## src/rtl/ro_puf_pkg.sv

```systemverilog
// ro_puf_pkg: shared FSM states and default timing constants for the RO-PUF sequencer
package ro_puf_pkg;
  typedef enum logic [2:0] {S_IDLE, S_SETTLE, S_COUNT, S_DRAIN, S_COMPARE} state_t;
  localparam int CNT_W_DEF = 16;
  localparam int SETTLE_DEF = 8;
  localparam int WINDOW_DEF = 1024;
  localparam int DRAIN_LEN = 2;
endpackage

```

## src/rtl/ro_edge_counter.sv

```systemverilog
// ro_edge_counter: 2-FF synchronizer, rising-edge detect and saturating edge counter
module ro_edge_counter import ro_puf_pkg::*; #(
  parameter int CNT_W = CNT_W_DEF
) (
  input  logic             clk,
  input  logic             rst_n,
  input  logic             clr,
  input  logic             count_en,
  input  logic             ro,
  output logic [CNT_W-1:0] cnt
);
  logic [2:0] sh;
  // two synchronizer stages plus one history stage for edge detection
  always_ff @(posedge clk or negedge rst_n)
    if (!rst_n) sh <= '0;
    else sh <= {sh[1:0], ro};
  // count synchronized rising edges, sticking at all-ones instead of wrapping
  always_ff @(posedge clk or negedge rst_n)
    if (!rst_n) cnt <= '0;
    else if (clr) cnt <= '0;
    else if (count_en && sh[1] && !sh[2] && cnt != '1) cnt <= cnt + 1'b1;
endmodule

```

## src/rtl/ro_puf_ctrl.sv

```systemverilog
// ro_puf_ctrl: RO-PUF challenge/response sequencer; RO_PUF_RAWCOUNT_EN adds cnt_a/cnt_b outputs
module ro_puf_ctrl import ro_puf_pkg::*; #(
  parameter int N_RO = 16,
  parameter int SEL_W = $clog2(N_RO),
  parameter int CNT_W = CNT_W_DEF,
  parameter int SETTLE = SETTLE_DEF,
  parameter int WINDOW = WINDOW_DEF
) (
  input  logic             clk,
  input  logic             rst_n,
  input  logic             start,
  input  logic [SEL_W-1:0] chal_a,
  input  logic [SEL_W-1:0] chal_b,
  output logic [N_RO-1:0]  ro_en,
  input  logic [N_RO-1:0]  ro_out,
  output logic             busy,
  output logic             done,
  output logic             resp,
  output logic             tie,
  output logic             err
`ifdef RO_PUF_RAWCOUNT_EN
  ,
  output logic [CNT_W-1:0] cnt_a,
  output logic [CNT_W-1:0] cnt_b
`endif
);
  localparam int TMR_W = $clog2((WINDOW > SETTLE ? WINDOW : SETTLE) + 1);
  state_t state, state_d;
  logic [TMR_W-1:0] tmr, tmr_d;
  logic [SEL_W-1:0] a_q, b_q;
  logic [N_RO-1:0] en_d;
  logic [CNT_W-1:0] ca, cb;
  logic valid, accept, finish;
  assign valid = chal_a != chal_b && 32'(chal_a) < 32'(N_RO) && 32'(chal_b) < 32'(N_RO);
  assign accept = state == S_IDLE && start;
  assign finish = state == S_DRAIN && state_d == S_COMPARE;
  assign busy = state != S_IDLE;
  assign done = state == S_COMPARE;
  assign en_d = (state_d == S_SETTLE || state_d == S_COUNT) ?
                ((N_RO'(1) << (accept ? chal_a : a_q)) | (N_RO'(1) << (accept ? chal_b : b_q))) : '0;
  // phase sequencing; the timer restarts at every phase change
  always_comb begin
    state_d = state;
    tmr_d = tmr + 1'b1;
    case (state)
      S_IDLE: begin
        tmr_d = '0;
        if (start) state_d = valid ? S_SETTLE : S_COMPARE;
      end
      S_SETTLE: if (tmr == TMR_W'(SETTLE - 1)) begin
        state_d = S_COUNT;
        tmr_d = '0;
      end
      S_COUNT: if (tmr == TMR_W'(WINDOW - 1)) begin
        state_d = S_DRAIN;
        tmr_d = '0;
      end
      S_DRAIN: if (tmr == TMR_W'(DRAIN_LEN - 1)) begin
        state_d = S_COMPARE;
        tmr_d = '0;
      end
      default: state_d = S_IDLE;
    endcase
  end
  // state, timer, latched challenge and registered enables; reset stops the oscillators at once
  always_ff @(posedge clk or negedge rst_n)
    if (!rst_n) begin
      state <= S_IDLE;
      tmr <= '0;
      a_q <= '0;
      b_q <= '0;
      ro_en <= '0;
    end else begin
      state <= state_d;
      tmr <= tmr_d;
      ro_en <= en_d;
      if (accept) begin
        a_q <= chal_a;
        b_q <= chal_b;
      end
    end
  // gating with the enable keeps an unselected arm's synchronizer fed with zeros
  ro_edge_counter #(.CNT_W(CNT_W)) u_cnt_a (
    .clk(clk), .rst_n(rst_n), .clr(accept), .count_en(state == S_COUNT),
    .ro(ro_out[a_q] & ro_en[a_q]), .cnt(ca)
  );
  ro_edge_counter #(.CNT_W(CNT_W)) u_cnt_b (
    .clk(clk), .rst_n(rst_n), .clr(accept), .count_en(state == S_COUNT),
    .ro(ro_out[b_q] & ro_en[b_q]), .cnt(cb)
  );
  // result flags clear on an accepted start and settle when the compare cycle begins
  always_ff @(posedge clk or negedge rst_n)
    if (!rst_n) {resp, tie, err} <= '0;
    else if (accept) {resp, tie, err} <= {2'b00, !valid};
    else if (finish) {resp, tie, err} <= {ca > cb, ca == cb, 1'b0};
`ifdef RO_PUF_RAWCOUNT_EN
  // raw counts published alongside the result flags
  always_ff @(posedge clk or negedge rst_n)
    if (!rst_n) {cnt_a, cnt_b} <= '0;
    else if (accept) {cnt_a, cnt_b} <= '0;
    else if (finish) {cnt_a, cnt_b} <= {ca, cb};
`endif
endmodule
```

## config.mk

```make
export PLATFORM = sky130hd
export DESIGN_NAME = ro_puf_ctrl
export DESIGN_NICKNAME = d
export VERILOG_FILES = /design/src/rtl/ro_puf_pkg.sv /design/src/rtl/ro_edge_counter.sv /design/src/rtl/ro_puf_ctrl.sv
export SDC_FILE = /design/constraint.sdc
export NUM_CORES = 1
export LEC_CHECK = 0
export ABC_AREA = 0
export BUFFER_PORTS_ARGS = -buffer_cell sky130_fd_sc_hd__buf_2
export CORE_UTILIZATION = 52
export CTS_CLUSTER_SIZE = 40
export DETAILED_ROUTE_END_ITERATION = 8
export PLACE_DENSITY_LB_ADDON = 0.12
export SYNTH_ARGS = -nofsm -noshare
export SYNTH_HDL_FRONTEND = slang
export SYNTH_SLANG_ARGS = --single-unit
```

## constraint.sdc

```tcl
create_clock -name clk -period 2.5 [get_ports clk]
set_input_delay 0.125 -clock clk [delete_from_list [all_inputs] [get_ports clk]]
set_output_delay 0.125 -clock clk [all_outputs]
set_load 0.05 [all_outputs]
```

After elaboration in Yosys (flattened, before gate mapping):

Index checks and enable logic that the tools add are counted.

* $add $sub $neg: 3
* $lt $le $gt $ge: 3
* equality and inequality tests: 14
* shift operators: 2
* mux-type cells: 31
* bitwise operators: 3
* reductions and logical operators: 17

Operator list (count)
* $mux W16: 5
* $pmux W11 S4: 1
* $mux W11: 3
* $add A16 B1 Y16 const B: 2
* $ne A16 B16 Y1 const B: 2
* $shl A1 B4 Y16 const A: 2
* $bmux W1 S4: 4
* $eq A16 B16 Y1: 1
* $gt A16 B16 Y1: 1
* $or A16 B16 Y16: 1
* $mux W3: 5
* $pmux W3 S4: 1
* $add A11 B1 Y11 const B: 1
* $eq A11 B1 Y1 const B: 1
* $eq A11 B10 Y1 const B: 1
* $eq A11 B3 Y1 const B: 1
* $lt A4 B5 Y1 const B: 2
* $mux W1: 10
* $eq A3 B2 Y1 const B: 3
* $logic_and A1 B1 Y1: 8
* $mux W4: 2
* $eq A3 B1 Y1 const B: 2
* $eq A3 B3 Y1 const B: 2
* $reduce_bool A2 Y1: 3
* 6 further kinds: 9

* bits in registers: 79
* logic and storage cells: 85

Longest topological paths before layout:

* word-level depth: 8
* mapped depth: 8
* mapped depth without buffers: 7

Cells and area by module:

Synthesis repeated with hierarchy kept, for this count alone.

* cell total of the unflattened synthesis: 548
* area total of the unflattened synthesis: 4898.4 µm²

Modules (own cells, without submodules)
* ro_puf_ctrl: instances 1, cells an instance 346, area each 2856.5 µm², sequential area each 1026.0 µm²
* ro_edge_counter: instances 2, cells an instance 101, area each 1021.0 µm², sequential area each 475.5 µm²

Least setup slack after synthesis:

Ideal clock, no wire load.

* path kind: reg2reg
* start point: reg tmr[7]
* end point: reg tmr[10]
* setup time: 137 ps
* arrival time: 1744 ps
* data required time: 2363 ps
* path slack: 619 ps
* cell stages (with the launch flop): 6
* period minus slack after synthesis: 1881 ps
* path through: dfrtp_1 > or4_4 > nor2_1 > a21oi_2 > nor4_4 > nor2_1

* longest elaborated chain between the ends: 3
* elaborated cells between the ends (all ways): 8
* classes of those cells: add/sub (1); eq/ne (3); mux (4)

Ends and longest elaborated chain
* start: declaration: line ro_puf_ctrl.sv:29 `logic [TMR_W-1:0] tmr, tmr_d;`
* start signal: assignment: line ro_puf_ctrl.sv:75 `tmr <= tmr_d;`
* $add A11 B1 Y11 (tied with other cells): line ro_puf_ctrl.sv:44 `tmr_d = tmr + 1'b1;`
* $mux W11, on equally long branches: line ro_puf_ctrl.sv:58, ro_puf_ctrl.sv:50, ro_puf_ctrl.sv:54
* $pmux W11 S4 *: line ro_puf_ctrl.sv:45 `case (state)`
* via tmr_d[10]: line ro_puf_ctrl.sv:29

Mark *: on every way through the listed nets, which the timed path passes. The rest lies on a longest branch.
A chain may end at the register's enable or synchronous reset.

Worst setup path after layout:

* start point: reg tmr[0]
* end point: reg tmr[7]

The elaborated chain is that of the path after synthesis.

==> results.txt <==
* Setup repair after global routing missed its margin: false
* Total inserted antenna cells: 0
* Mean cell area of the mapped netlist: 8.80 sq um
* Number of enable flip-flop cells after synthesis: 0
* Commonest non-fill, non-tap cells in the layout: 79 x sky130_fd_sc_hd__dfrtp_1, 71 x sky130_fd_sc_hd__nor2_1, 67 x sky130_fd_sc_hd__nand2_1
- Routability Congestion: 0.950
* Cell with the largest stage delay on the worst path: sky130_fd_sc_hd__nor4_1
- Count of non-filler cells in the finished layout: 711
* Top-level port count: 48
- Global route overflow: 0
- STA puts the critical path data arrival time at 2.33 ns.
* Number of levels in the clock H-tree: 3
* Max Root-Sink Buffers: 2
- Critical Path Fanout Max: 9
* Instance count of the mapped netlist: 561
- Once the floorplan was initialized, standard cells occupied 53.7% of the core.
- WHS Path Cells: 3
- Top cell type's share of synthesized area: 40.1%
- Buffers and inverters on the worst path: 0
* Die area: 9890 sq um
- The die is 99.4 um wide.
- Final Max Tran Viols: 0
* Total Wirelength: 11700 um
* Final Total Pwr: 5.12 mW
- Initial antenna violation count: 0
- Number of violations reported at the end of detailed-routing iteration 0: 335
* Core outline area: 9200 sq um
* Detail-routed net length per standard cell: 16.4 um
- Counting the fill cells in the layout gives 825.
* Accumulated negative setup slack: 0 ns
- Most area-hungry cell type in the Yosys netlist: sky130_fd_sc_hd__dfrtp_1
- Unique cell type count in the Yosys netlist: 53
- Worst slew margin relative to its limit: 34.7%
- Post-route clock period utilization: 83.9%
- Number of failing hold endpoints at the final stage: 0
* Most common library cell in the layout ignoring fill and taps: sky130_fd_sc_hd__dfrtp_1
- Pwr dens: 941 nW/um^2
* Via count of the first global-routing pass: 3954
* Syn Nets: 608
- Post-route DRC: 0
- The run finished with clean final reports.
- Among all flip-flop cells after synthesis, the most frequent one is sky130_fd_sc_hd__dfrtp_1.
* Number of warnings issued by yosys: 0
- Half-perimeter wire length of the detailed placement result: 8520 um
- Global routing consumed, over all layers together, 25.2% of the routing resources.
* Top area cells in the synthesized netlist: sky130_fd_sc_hd__dfrtp_1 40%, sky130_fd_sc_hd__nor2_1 5.4%, sky130_fd_sc_hd__nand2_1 5.1%, sky130_fd_sc_hd__ha_1 5.1%, sky130_fd_sc_hd__xnor2_1 4.8%
* Setup-violating endpoint count in the final report: 0
- HP Class: in2reg
* First-pass GRT wire length: 19500 um
- In this run the tool buffered the top-level ports with 47 buffer cells.
- Cells fill 59.2% of the core in the end.
- For this design, the sink count on the clock tree is 79.
- Clock input transition at the sequential cells of the worst setup and hold paths: 0.09 ns
- In the routed layout, each cell is associated on average with a via count of 5.97.
- Clock latency reported for the late side of the worst-skew pair: 0.36 ns
- Num CTS Buffers: 9
* Final layout net count: 642
- Die extent in y: 99.4 um
- Counting buffers and inverters, the worst setup path is 6 cells deep.
- The mapped netlist covers 4940 sq um.
- Upper clock frequency limit: 0.477 GHz
- Area of combinational cells with multiple inputs: 2730 sq um
- After global routing, the most crowded layer is met2.
* Worst EP required: 2.73 ns
- Global routing used 37.2% of the available met2 tracks.
- Synthesis inferred 79 register bits.
- For this design the static power due to leakage is 2.44 nW.
- Root Driver: sky130_fd_sc_hd__clkbuf_8
- Min Tclk post-route: 2.10 ns
- On the critical path the largest part of the delay comes from simple AND/OR/NAND/NOR gates.
* Fraction of final layout cells sized beyond drive strength 1: 15.2%
* Post-synthesis async set-or-reset flop share: 100%
- The worst setup path is launched from a register.
- Transition time at the pin with the least slew margin: 0.979 ns
* Flip-flop and latch area: 1980 sq um
- Synthesis-to-layout area growth: 10.3%
* Final setup skew: 0.00940 ns
- Entering global routing, the biggest net connects 80 pins.
- Number of cell instances on the worst register-to-register path: 6
- M3 GR Usage: 4.78%
- Traced cell by cell, the critical path runs through ha_1 -> nand2_1 -> nor4_1 -> and2b_2 -> nor4_4 -> nor2_1.
* Kind of critical path: reg2reg
- Pre-Repair DR Iteration Count: 5
* Antenna violation net count after detailed routing: 0
- After floorplanning, the core was divided into 35 placement rows.
- The worst setup path is captured at a register.
* Part of the Yosys area used for sequential elements: 40.1%
- The tool flagged a number of max-cap violations equal to 0.
- Total via count in the routed design: 4244
* Delay of the slowest cell on the worst path: 0.46 ns
* Maximum vdd ir drop: 0.895 mV
- Post-CTS Setup Repair Bufs: 0
* Met1 usage in global routing: 37.1%
* TritonCTS clock tree: yes
- The number of placed instances, taps included, is 694.
## where the power goes
group	internal (mW)	switching [mW]
clock network	0.569	0.491
logic	0.720	1.40
registers	1.54	0.402
## flip-flops by register name, indices dropped and copies added (netlist names)
| register | count |
|---|---|
| a_q | 4 |
| b_q | 4 |
| err | 1 |
| resp | 1 |
| ro_en | 16 |
| state | 3 |
| tie | 1 |
| tmr | 11 |
| u_cnt_a.cnt | 16 |
| u_cnt_a.sh | 3 |
| u_cnt_b.cnt | 16 |
| u_cnt_b.sh | 3 |
## metal layers
layer / routed length [um] / part of all wire [%]
met1: 5520 / 47
met2: 5200 / 45
met3: 780 / 6.7
met4: 163 / 1.4
met5: 0 / 0
## tightest hold or removal path: cells and delay by family
family | cells | cell delay (ns)
buffers and inverters | 1 | 0.13
and+or+nand+nor | 2 | 0.11
## per-stage QoR
stage	worst slack [ns]	hold slack [ns]	area [sq um]
floorplan	0.619	-0.171	4940
global placement	0.413	0.333	5210
detailed placement	0.421	0.337	5210
CTS	0.392	0.0325	5440
global route	0.146	0.0556	5440
finish	0.403	0.0494	5440
## kinds of logic (layout without fill, tap and decap cells)
family	count (synthesis)	in the layout	share of synthesized area, %
xor gates and xnor gates	32	32	5.68
and+or+nand+nor	269	269	27.7
buffers and inverters	53	92	4.72
muxes	7	7	1.93
DFF	79	79	40.1
adders and majority gates	20	20	5.07
AOI/OAI and AO/OA	101	101	14.9
## cell usage after synthesis, drive strengths merged, types with 15 or more instances
cell type / instances
xnor2: 27
a221oi: 15
inv: 21
nor3: 24
ha: 20
nand3: 20
dfrtp: 79
clkbuf: 21
a21oi: 23
nand2: 67
nor2: 71
nor2b: 16
## repair_timing
action	in CTS	in global routing
hold endpoints to repair	79	0
hold buffers	1	0
gates resized for setup	0	0
setup endpoints to repair	0	0
## worst paths after layout
kind / end / startpoint / slack (ns)
max reg2reg: tmr[7] / tmr[0] / 0.40
min: a_q[0] / chal_a[0] / 0.05
max: tmr[7] / tmr[0] / 0.40
max in group asynchronous: u_cnt_a.cnt[15] / rst_n / 1.40
min reg2reg: u_cnt_a.sh[1] / u_cnt_a.sh[0] / 0.35
min in group asynchronous: u_cnt_b.cnt[8] / rst_n / 0.45
## layout make-up
class,count,share of cell area (%)
multi-input combinational,429,50.1
sequential,79,36.3
timing repair buffer,55,5.52
tap,111,2.55
clock buffer,10,2.34
clock inverter,6,1.70
inverter,21,1.45
No activity file was read; power rests on OpenSTA's default activity.
